<file path="src/rtl/mouse_pkg.sv">
// Shared constants, types and helpers for the mouse input path.
package mouse_pkg;
    localparam int MOUSE_XW     = 10;
    localparam int MOUSE_YW     = 10;
    localparam int SCREEN_X_MAX = 799;
    localparam int SCREEN_Y_MAX = 599;
    localparam int BTN_LEFT     = 0;
    localparam int BTN_RIGHT    = 1;

    typedef struct packed {
        logic [MOUSE_XW-1:0] x;
        logic [MOUSE_YW-1:0] y;
    } mouse_pos_t;

    // Saturate an unsigned coordinate at lim; limits wider than the coordinate never clip.
    function automatic logic [31:0] clamp_u(input logic [31:0] v, input logic [31:0] lim);
        return (v > lim) ? lim : v;
    endfunction
endpackage

</file>
<file path="src/rtl/btn_debounce.sv">
// Single-button debouncer: the level flips only after DEBOUNCE_CYCLES
// consecutive samples disagree with it, and a registered edge strobe fires.
module btn_debounce #(
    parameter int DEBOUNCE_CYCLES = 4
) (
    input  logic clk,
    input  logic rst_n,
    input  logic btn_i,
    output logic level_o,
    output logic press_o,
    output logic release_o
);
    localparam int DW = $clog2(DEBOUNCE_CYCLES + 1);
    localparam logic [DW-1:0] DCNT_LAST = DW'(DEBOUNCE_CYCLES - 1);

    logic          level_q, level_d;
    logic          press_q, press_d;
    logic          rel_q, rel_d;
    logic [DW-1:0] dcnt_q, dcnt_d;

    // Next-state: count disagreeing samples, toggle the level on the last one.
    always_comb begin
        level_d = level_q;
        dcnt_d  = dcnt_q;
        press_d = 1'b0;
        rel_d   = 1'b0;
        if (btn_i == level_q) begin
            dcnt_d = '0;
        end else if (dcnt_q == DCNT_LAST) begin
            level_d = ~level_q;
            dcnt_d  = '0;
            press_d = ~level_q;
            rel_d   = level_q;
        end else begin
            dcnt_d = dcnt_q + DW'(1);
        end
    end

    // State and strobe registers.
    always_ff @(posedge clk or negedge rst_n) begin
        if (!rst_n) begin
            level_q <= 1'b0;
            dcnt_q  <= '0;
            press_q <= 1'b0;
            rel_q   <= 1'b0;
        end else begin
            level_q <= level_d;
            dcnt_q  <= dcnt_d;
            press_q <= press_d;
            rel_q   <= rel_d;
        end
    end

    assign level_o   = level_q;
    assign press_o   = press_q;
    assign release_o = rel_q;
endmodule

</file>
<file path="src/rtl/mouse_param_chk.sv">
// Elaboration-time legality checks for the mouse synchroniser parameters.
module mouse_param_chk #(
    parameter int SYNC_STAGES     = 2,
    parameter int STABLE_CYCLES   = 2,
    parameter int DEBOUNCE_CYCLES = 4
) ();
    if (SYNC_STAGES < 2) begin : g_bad_sync
        $error("SYNC_STAGES must be 2 or more");
    end
    if (STABLE_CYCLES < 1) begin : g_bad_stable
        $error("STABLE_CYCLES must be 1 or more");
    end
    if (DEBOUNCE_CYCLES < 1) begin : g_bad_debounce
        $error("DEBOUNCE_CYCLES must be 1 or more");
    end
endmodule

</file>
<file path="src/rtl/mouse_sync_filt.sv">
// Brings asynchronous mouse position/buttons into the pixel clock domain:
// synchronise, reject torn position samples, clamp, and debounce buttons.
module mouse_sync_filt
    import mouse_pkg::*;
#(
    parameter int XW              = MOUSE_XW,
    parameter int YW              = MOUSE_YW,
    parameter int NBTN            = 2,
    parameter int SYNC_STAGES     = 2,
    parameter int STABLE_CYCLES   = 2,
    parameter int DEBOUNCE_CYCLES = 4,
    parameter int X_MAX           = SCREEN_X_MAX,
    parameter int Y_MAX           = SCREEN_Y_MAX
) (
    input  logic            clk,
    input  logic            rst_n,
    input  logic [XW-1:0]   xpos_in,
    input  logic [YW-1:0]   ypos_in,
    input  logic [NBTN-1:0] btn_in,
    output logic [XW-1:0]   xpos_out,
    output logic [YW-1:0]   ypos_out,
    output logic            pos_update,
    output logic [NBTN-1:0] btn_out,
    output logic [NBTN-1:0] btn_press,
    output logic [NBTN-1:0] btn_release
);
    localparam int PW = XW + YW;
    localparam int CW = $clog2(STABLE_CYCLES + 1);
    localparam logic [CW-1:0] CNT_SAT  = CW'(STABLE_CYCLES);
    localparam logic [CW-1:0] CNT_LOAD = CW'(STABLE_CYCLES - 1);

    mouse_param_chk #(
        .SYNC_STAGES    (SYNC_STAGES),
        .STABLE_CYCLES  (STABLE_CYCLES),
        .DEBOUNCE_CYCLES(DEBOUNCE_CYCLES)
    ) u_chk ();

    logic [SYNC_STAGES-1:0][PW-1:0]   pos_sync_q;
    logic [SYNC_STAGES-1:0][NBTN-1:0] btn_sync_q;
    logic [PW-1:0]   s_pos;
    logic [NBTN-1:0] s_btn;

    // Per-bit synchroniser chains; each bit is metastability-hardened on its own,
    // so multi-bit coherence is restored by the stability filter below.
    always_ff @(posedge clk or negedge rst_n) begin
        if (!rst_n) begin
            pos_sync_q <= '0;
            btn_sync_q <= '0;
        end else begin
            pos_sync_q[0] <= {xpos_in, ypos_in};
            btn_sync_q[0] <= btn_in;
            for (int i = 1; i < SYNC_STAGES; i++) begin
                pos_sync_q[i] <= pos_sync_q[i-1];
                btn_sync_q[i] <= btn_sync_q[i-1];
            end
        end
    end

    assign s_pos = pos_sync_q[SYNC_STAGES-1];
    assign s_btn = btn_sync_q[SYNC_STAGES-1];

    logic [PW-1:0] prev_q;
    logic [CW-1:0] cnt_q, cnt_d;
    logic [XW-1:0] x_q, x_d, x_clamp_s;
    logic [YW-1:0] y_q, y_d, y_clamp_s;
    logic          upd_q, upd_d;
    logic          load_s;

    assign x_clamp_s = XW'(clamp_u(32'(s_pos[PW-1:YW]), 32'(X_MAX)));
    assign y_clamp_s = YW'(clamp_u(32'(s_pos[YW-1:0]), 32'(Y_MAX)));
    assign load_s    = (s_pos == prev_q) && (cnt_q == CNT_LOAD);

    // Stability counter and output load; an equal clamped value loads silently.
    always_comb begin
        cnt_d = cnt_q;
        x_d   = x_q;
        y_d   = y_q;
        upd_d = 1'b0;
        if (s_pos != prev_q) begin
            cnt_d = '0;
        end else if (cnt_q < CNT_SAT) begin
            cnt_d = cnt_q + CW'(1);
        end else begin
            cnt_d = cnt_q;
        end
        if (load_s) begin
            x_d   = x_clamp_s;
            y_d   = y_clamp_s;
            upd_d = (x_clamp_s != x_q) || (y_clamp_s != y_q);
        end else begin
            upd_d = 1'b0;
        end
    end

    // Position filter state and registered outputs.
    always_ff @(posedge clk or negedge rst_n) begin
        if (!rst_n) begin
            prev_q <= '0;
            cnt_q  <= '0;
            x_q    <= '0;
            y_q    <= '0;
            upd_q  <= 1'b0;
        end else begin
            prev_q <= s_pos;
            cnt_q  <= cnt_d;
            x_q    <= x_d;
            y_q    <= y_d;
            upd_q  <= upd_d;
        end
    end

    assign xpos_out   = x_q;
    assign ypos_out   = y_q;
    assign pos_update = upd_q;

    for (genvar b = 0; b < NBTN; b++) begin : g_btn
        btn_debounce #(
            .DEBOUNCE_CYCLES(DEBOUNCE_CYCLES)
        ) u_deb (
            .clk      (clk),
            .rst_n    (rst_n),
            .btn_i    (s_btn[b]),
            .level_o  (btn_out[b]),
            .press_o  (btn_press[b]),
            .release_o(btn_release[b])
        );
    end
endmodule

</file>
<file path="config.mk">
export PLATFORM = sky130hd
export DESIGN_NAME = mouse_sync_filt
export DESIGN_NICKNAME = d
export VERILOG_FILES = /design/src/rtl/mouse_pkg.sv /design/src/rtl/btn_debounce.sv /design/src/rtl/mouse_param_chk.sv /design/src/rtl/mouse_sync_filt.sv
export SDC_FILE = /design/constraint.sdc
export NUM_CORES = 1
export LEC_CHECK = 0
export ABC_AREA = 1
export CORE_UTILIZATION = 35
export CTS_CLUSTER_SIZE = 10
export DETAILED_ROUTE_END_ITERATION = 10
export PLACE_DENSITY_LB_ADDON = 0.3
export SYNTH_ARGS = -nofsm -noshare
export SYNTH_HDL_FRONTEND = slang
export SYNTH_SLANG_ARGS = --single-unit
export TNS_END_PERCENT = 20
</file>
<file path="constraint.sdc">
create_clock -name clk -period 3.8 [get_ports clk]
set_clock_uncertainty 0.05 [all_clocks]
set_input_delay 0.38 -clock clk [delete_from_list [all_inputs] [get_ports clk]]
set_output_delay 0.38 -clock clk [all_outputs]
set_load 0.005 [all_outputs]
</file>
Yosys cells after proc, flatten, opt, wreduce, memory -nomap -nowiden. Cells that the tools add are included. Widths: inputs -> output; s select.

Bits in registers: 99. Input port bits: 24. Word-level logic and storage cells: 58. Output and inout port bits: 27.

Reductions and logical operators: 5. Bitwise operators: 4. Add/subtract/negate cells: 3. Eq/ne operators: 9. Magnitude comparators: 3. Multiplexer cells: 17.

Operators with widths (number): $eq 20x20->1 (1); $gt 10x10->1 const B (2); $mux 10 (2); $ne 10x10->1 (2); $ne 20x20->1 (1); $mux 3 (4); $mux 1 (9); $add 3x1->3 const B (2); $eq 3x2->1 const B (2); $mux 2 (2); $not 1->1 (4); $reduce_and 2->1 (2); $add 2x1->2 const B (1); $eq 1x1->1 (2); $eq 2x1->1 const B (1); $lt 2x2->1 const B (1); $reduce_bool 2->1 (1); $logic_and 1x1->1 (1); $logic_or 1x1->1 (1).

Longest topological paths before layout.
Word-level depth: 5. Depth in mapped cells: 13. Mapped depth without buffers: 12.

Cells and area by module. From an unflattened synthesis, not the netlist that was laid out.

Cell total of the unflattened synthesis: 361. Area, all modules: 3752.3 µm².

By module, submodules not included: mouse_sync_filt (area each 3259.4 µm², times used 1, cells an instance 307); btn_debounce (area each 246.5 µm², times used 2, cells an instance 27).

Worst setup path before layout. Ideal clock, no wire load.

Path type: reg-to-reg. Start point: reg pos_sync_q (netlist bit s_pos[8]). End point: reg y_q[4], in the netlist ypos_out[4]. Library setup time: 0.117 ns. Slack: 2.152 ns. Arrival time: 1.481 ns. Period minus slack after synthesis: 1.648 ns. Cell stages (with the launch flop): 11. Cells stage by stage: dfrtp_1 xor2_1 or2_1 nor2_2 nand3_2 nor2_4 nand2_1 buf_6 buf_6 nand2_1 nand2_1.

Cells in the longest elaborated chain, start to end: 2. Elaborated cells between the ends (all ways): 4. Those cells by class: 1 x order compare; 1 x eq/ne; 1 x mux; 1 x reduce/logical.

RTL lines: from (decl) (line mouse_sync_filt.sv:38) `logic [SYNC_STAGES-1:0][PW-1:0] pos_sync_q;`; from (signal, indexed assignment) (line mouse_sync_filt.sv:53) `pos_sync_q[i] <= pos_sync_q[i-1];`; $gt 10x10->1 or $eq 20x20->1 (tied branches) (line mouse_pkg.sv:17, mouse_sync_filt.sv:71); $mux 10 or $logic_and 1x1->1 (tied branches) (line mouse_pkg.sv:17, mouse_sync_filt.sv:71); to (signal assigned) (line mouse_sync_filt.sv:107) `y_q <= y_d;`; to (decl) (line mouse_sync_filt.sv:65) `logic [YW-1:0] y_q, y_d, y_clamp_s;`.

Parallel ways exist; a longest one is shown, timed or not. A chain may end at the register's enable or synchronous reset.

Worst setup path after layout.
Start point: reg pos_sync_q (netlist bit s_pos[9]). End point: reg x_q[6], in the netlist xpos_out[6].

Cells in the longest elaborated chain, start to end: 2.

RTL lines: $eq 20x20->1 (line mouse_sync_filt.sv:71) `assign load_s = (s_pos == prev_q) && (cnt_q == CNT_LOAD);`; $logic_and 1x1->1 (line mouse_sync_filt.sv:71); to (signal assigned) (line mouse_sync_filt.sv:100) `x_q <= '0;`; to (signal assigned) (line mouse_sync_filt.sv:106) `x_q <= x_d;`; to (decl) (line mouse_sync_filt.sv:64) `logic [XW-1:0] x_q, x_d, x_clamp_s;`.

Every way passes these cells.

==> run_summary.xml <==
<?xml version="1.0" encoding="UTF-8"?>
<metrics>
  <group name="setup_path">
    <metric name="crit_required" unit="ns">4.00</metric>
    <metric name="path_max_fanout" unit="">29</metric>
    <metric name="crit_path_kind" unit="">reg -&gt; reg</metric>
    <metric name="longest_individual_stage_delay_on_the_worst_path" unit="ns">0.63</metric>
    <metric name="cp.buffers_inverters" unit="">1</metric>
    <metric name="reg2reg_slack" unit="ns">1.21</metric>
    <metric name="ff2ff_path_depth" unit="">8</metric>
    <metric name="r2r-start" unit="">s_pos[9]</metric>
    <metric name="critPathLaunchType" unit="">flip-flop</metric>
    <metric name="crit_path_start" unit="">s_pos[9]</metric>
    <metric name="setup.worst_path.end_class" unit="">flip-flop</metric>
    <metric name="critPathArrivalTime" unit="ns">2.80</metric>
    <metric name="critical_path.most_common_cell" unit="">sky130_fd_sc_hd__nand2_1</metric>
    <metric name="kind_of_cell_adding_the_most_delay_to_the_critical_path" unit="">simple AND/OR/NAND/NOR gates</metric>
    <metric name="path_cells" unit="">inv_1 &gt; or2_2 &gt; nand4_1 &gt; nor2_1 &gt; nand2_1 &gt; nor2_4 &gt; nand2_1 &gt; o21ai_0</metric>
    <metric name="slowest_cell_on_the_critical_path" unit="">sky130_fd_sc_hd__nand2_1</metric>
    <metric name="critical_path.reg2reg.endpoint" unit="">xpos_out[6]</metric>
  </group>
  <group name="layout">
    <metric name="layout.nets" unit="">452</metric>
    <metric name="leading_cell_type_in_the_layout_fill_and_taps_excluded" unit="">sky130_fd_sc_hd__nand2_1</metric>
    <metric name="fraction_of_final_layout_cells_with_drive_strength_greater_than_1" unit="">0.0698</metric>
    <metric name="final_cell_mix" unit="">sky130_fd_sc_hd__nand2_1, sky130_fd_sc_hd__dfrtp_1, sky130_fd_sc_hd__clkdlybuf4s50_1</metric>
    <metric name="insertedDiodeCount" unit="">0</metric>
    <metric name="area_delta_synth_final" unit="%">20.2</metric>
  </group>
  <group name="sta">
    <metric name="hold_viol_final" unit="">0</metric>
    <metric name="timing_worst_slew_pin_value" unit="ns">0.966</metric>
    <metric name="fin_crit_sh" unit="">0.682</metric>
    <metric name="maxClockFrequency" unit="MHz">386</metric>
    <metric name="final_worst_slack" unit="ns">1.21</metric>
    <metric name="setup_tns" unit="ns">0</metric>
    <metric name="setup_viol" unit="">0</metric>
    <metric name="holdWs" unit="ns">0.121</metric>
    <metric name="setup_repair_after_global_routing_missed_its_margin" unit="">no</metric>
    <metric name="timing.slew.headroom" unit="">0.356</metric>
    <metric name="report.final.slew_viol_count" unit="">0</metric>
    <metric name="final_period_minus_worst_setup_slack" unit="ns">2.59</metric>
  </group>
  <group name="synthesis">
    <metric name="adder_and_majority_cell_fraction_of_the_synthesized_area" unit="">0.00987</metric>
    <metric name="syn-num-nets" unit="">403</metric>
    <metric name="seq_area_frac_synth" unit="">0.651</metric>
    <metric name="xor_xnor_cell_area_share_of_the_yosys_netlist" unit="">0.0345</metric>
    <metric name="synth_compound_gate_area_share" unit="">0.0211</metric>
    <metric name="synthCells" unit="">376</metric>
    <metric name="ys_warn_count" unit="">0</metric>
    <metric name="main_combinational_cell_family_by_area_after_synthesis" unit="">simple AND/OR/NAND/NOR gates</metric>
    <metric name="mappedNetlistArea" unit="sq um">3800</metric>
    <metric name="post_synth_num_cell_types" unit="">23</metric>
    <metric name="post_synth.cell_area_avg" unit="sq um">10.1</metric>
    <metric name="synth_simple_gate_area_frac" unit="">0.216</metric>
    <metric name="synth_seq_cells" unit="">99</metric>
    <metric name="yosys-mux-area-fraction" unit="">0</metric>
  </group>
  <group name="clock_network">
    <metric name="cts_made_buffers" unit="">9</metric>
    <metric name="hold_buffers" unit="">0</metric>
    <metric name="clock_latency" unit="ns">0.36</metric>
    <metric name="post-cts-setup-buffer-count" unit="">0</metric>
    <metric name="clk_pin_slew_worst_paths" unit="ns">0.10</metric>
    <metric name="clock_tree.buffer_depth" unit="">2</metric>
    <metric name="cts_repair_resize_count" unit="">0</metric>
    <metric name="tritoncts" unit="">done</metric>
    <metric name="clkSinkCount" unit="">99</metric>
    <metric name="htreeDepth" unit="">3</metric>
    <metric name="clockRootBuffer" unit="">sky130_fd_sc_hd__clkbuf_8</metric>
  </group>
  <group name="placement">
    <metric name="post-dp-hpwl" unit="um">4820</metric>
    <metric name="io_buffer_count" unit="">50</metric>
    <metric name="pre_cts_ws" unit="ns">1.26</metric>
    <metric name="gp_congestion" unit="">0.763</metric>
  </group>
  <group name="routing">
    <metric name="drt-vias-per-instance" unit="">4.45</metric>
    <metric name="final_antenna_net_count" unit="">0</metric>
    <metric name="detailroute.wirelength.met3" unit="um">352</metric>
    <metric name="detail_route.wl_per_cell" unit="um">12.1</metric>
    <metric name="detailroute.via_count" unit="">2521</metric>
    <metric name="detailedRoute.firstPassIterationCount" unit="">4</metric>
    <metric name="dr_wl_met2" unit="um">3170</metric>
    <metric name="drt-total-wl" unit="um">6870</metric>
    <metric name="dr.max_layer_used" unit="">met4</metric>
    <metric name="met1_length" unit="um">3270</metric>
    <metric name="drt_iter0_drc" unit="">103</metric>
    <metric name="post-route-drc-count" unit="">0</metric>
  </group>
  <group name="die">
    <metric name="die_height" unit="um">106</metric>
    <metric name="placementRows" unit="">37</metric>
    <metric name="design.portCount" unit="">51</metric>
    <metric name="core_region_area" unit="sq um">10400</metric>
    <metric name="initial_core_util" unit="">0.365</metric>
    <metric name="die-area" unit="sq um">11300</metric>
    <metric name="die-width" unit="um">106</metric>
  </group>
  <group name="power">
    <metric name="clkPwrFrac" unit="">0.314</metric>
    <metric name="pwr_density_cell" unit="nW/um^2">432</metric>
    <metric name="p_comb_frac" unit="">0.099</metric>
    <metric name="vdd_ir_drop_max" unit="mV">0.162</metric>
    <metric name="power_frac_seq" unit="">0.587</metric>
    <metric name="power_report.internal_total" unit="uW">1460</metric>
    <metric name="power.leakage" unit="uW">0.00216</metric>
    <metric name="power_switching" unit="uW">514</metric>
    <metric name="power.share.switching" unit="">0.261</metric>
  </group>
  <group name="worst_hold_path">
    <metric name="hp-class" unit="">in -&gt; async</metric>
  </group>
  <group name="global_route">
    <metric name="antenna_violations_before_repair" unit="">0</metric>
    <metric name="groute.usage.overall" unit="">0.135</metric>
    <metric name="largest_net_degree_at_the_start_of_global_routing" unit="">79</metric>
    <metric name="grt_pass1_wl" unit="um">11700</metric>
    <metric name="overall_overflow_remaining_after_global_route" unit="">0</metric>
    <metric name="grt_pass1_vias" unit="">2456</metric>
  </group>
  <group name="status">
    <metric name="status" unit="">finished clean</metric>
  </group>
  <group name="job">
    <metric name="drv.max_cap_violation_count" unit="">0</metric>
  </group>
</metrics>
synthesized netlist by cell type:
| cell | number | area share |
|---|---|---|
| sky130_fd_sc_hd__nand2_1 | 105 | 0.10 |
| sky130_fd_sc_hd__dfrtp_1 | 99 | 0.65 |
| sky130_fd_sc_hd__inv_1 | 42 | 0.041 |
| sky130_fd_sc_hd__nand3_1 | 27 | 0.036 |
| sky130_fd_sc_hd__nor2_1 | 23 | 0.023 |
| sky130_fd_sc_hd__o21ai_0 | 15 | 0.020 |
| sky130_fd_sc_hd__nand4_1 | 11 | 0.018 |
| sky130_fd_sc_hd__or2_2 | 8 | 0.013 |
| sky130_fd_sc_hd__xnor2_1 | 8 | 0.018 |
| sky130_fd_sc_hd__xor2_1 | 7 | 0.016 |
| sky130_fd_sc_hd__buf_4 | 6 | 0.012 |
| sky130_fd_sc_hd__buf_2 | 5 | 0.0066 |
| sky130_fd_sc_hd__nor3_1 | 5 | 0.0066 |
| sky130_fd_sc_hd__ha_1 | 3 | 0.0099 |
| sky130_fd_sc_hd__buf_6 | 2 | 0.0059 |
| sky130_fd_sc_hd__nand3b_1 | 2 | 0.0039 |
| sky130_fd_sc_hd__nor3b_1 | 2 | 0.0039 |
| sky130_fd_sc_hd__a21oi_1 | 1 | 0.0013 |
| sky130_fd_sc_hd__clkbuf_1 | 1 | 0.00099 |
| sky130_fd_sc_hd__nand3_2 | 1 | 0.0026 |
| sky130_fd_sc_hd__nor2_2 | 1 | 0.0016 |
| sky130_fd_sc_hd__nor2_4 | 1 | 0.0030 |
| sky130_fd_sc_hd__or2_1 | 1 | 0.0016 |
power by group through the flow:
| stage | logic [uW] | clock network [uW] | registers (uW) |
|---|---|---|---|
| after detailed placement | 200 | 0 | 1180 |
| after global placement | 194 | 0 | 1180 |
| final | 196 | 620 | 1160 |
| after floorplan | 126 | 0 | 1170 |
| after global routing | 230 | 697 | 1170 |
| after CTS | 201 | 649 | 1160 |
how the worst max path moves through the flow:
stage / endpoint / slack [ns] / cells past startpoint
floorplan: ypos_out[4] / 2.15 / 10
global placement: ypos_out[3] / 1.33 / 8
detailed placement: xpos_out[6] / 1.26 / 8
CTS: xpos_out[6] / 1.21 / 8
global route: xpos_out[6] / 0.90 / 8
finish: xpos_out[6] / 1.21 / 8
kinds of logic after synthesis:
group / after synthesis
compound gates: 16
simple gates: 187
fa+ha+maj: 3
buf+inv: 56
flops: 99
xor+xnor: 15
per-layer routing:
metal,vias up,global-route usage
li1,1269,-
met1,1183,0.183
met2,63,0.205
met3,6,0.0411
met4,0,0.0506
met5,-,0
stage by stage:
step	util	instances	power (uW)	area [sq um]
2_1_floorplan	-	376	1300	3800
3_3_place_gp	0.422	550	1370	4390
3_5_place_dp	0.422	550	1380	4390
4_1_cts	0.439	566	2010	4570
5_1_grt	0.439	566	2090	4570
6_report	0.439	566	1970	4570
cell type report:
cell class	count	area, sq um
clock inverters	7	58.8
flip-flops and latches	99	2480
repair buffers	52	513
well taps	136	170
inverters	42	158
multi-input cells	221	1070
fillers	990	5840
clock buffers	9	124
flip-flops by register name (all words and copies together), names as in the netlist, 6 cells and up:
signal	count
g_btn.u_deb.dcnt_q	6
xpos_out	10
s_pos	20
ypos_out	10
prev_q	20
pos_sync_q	20
Note: power is estimated with default switching activity, not from simulation.
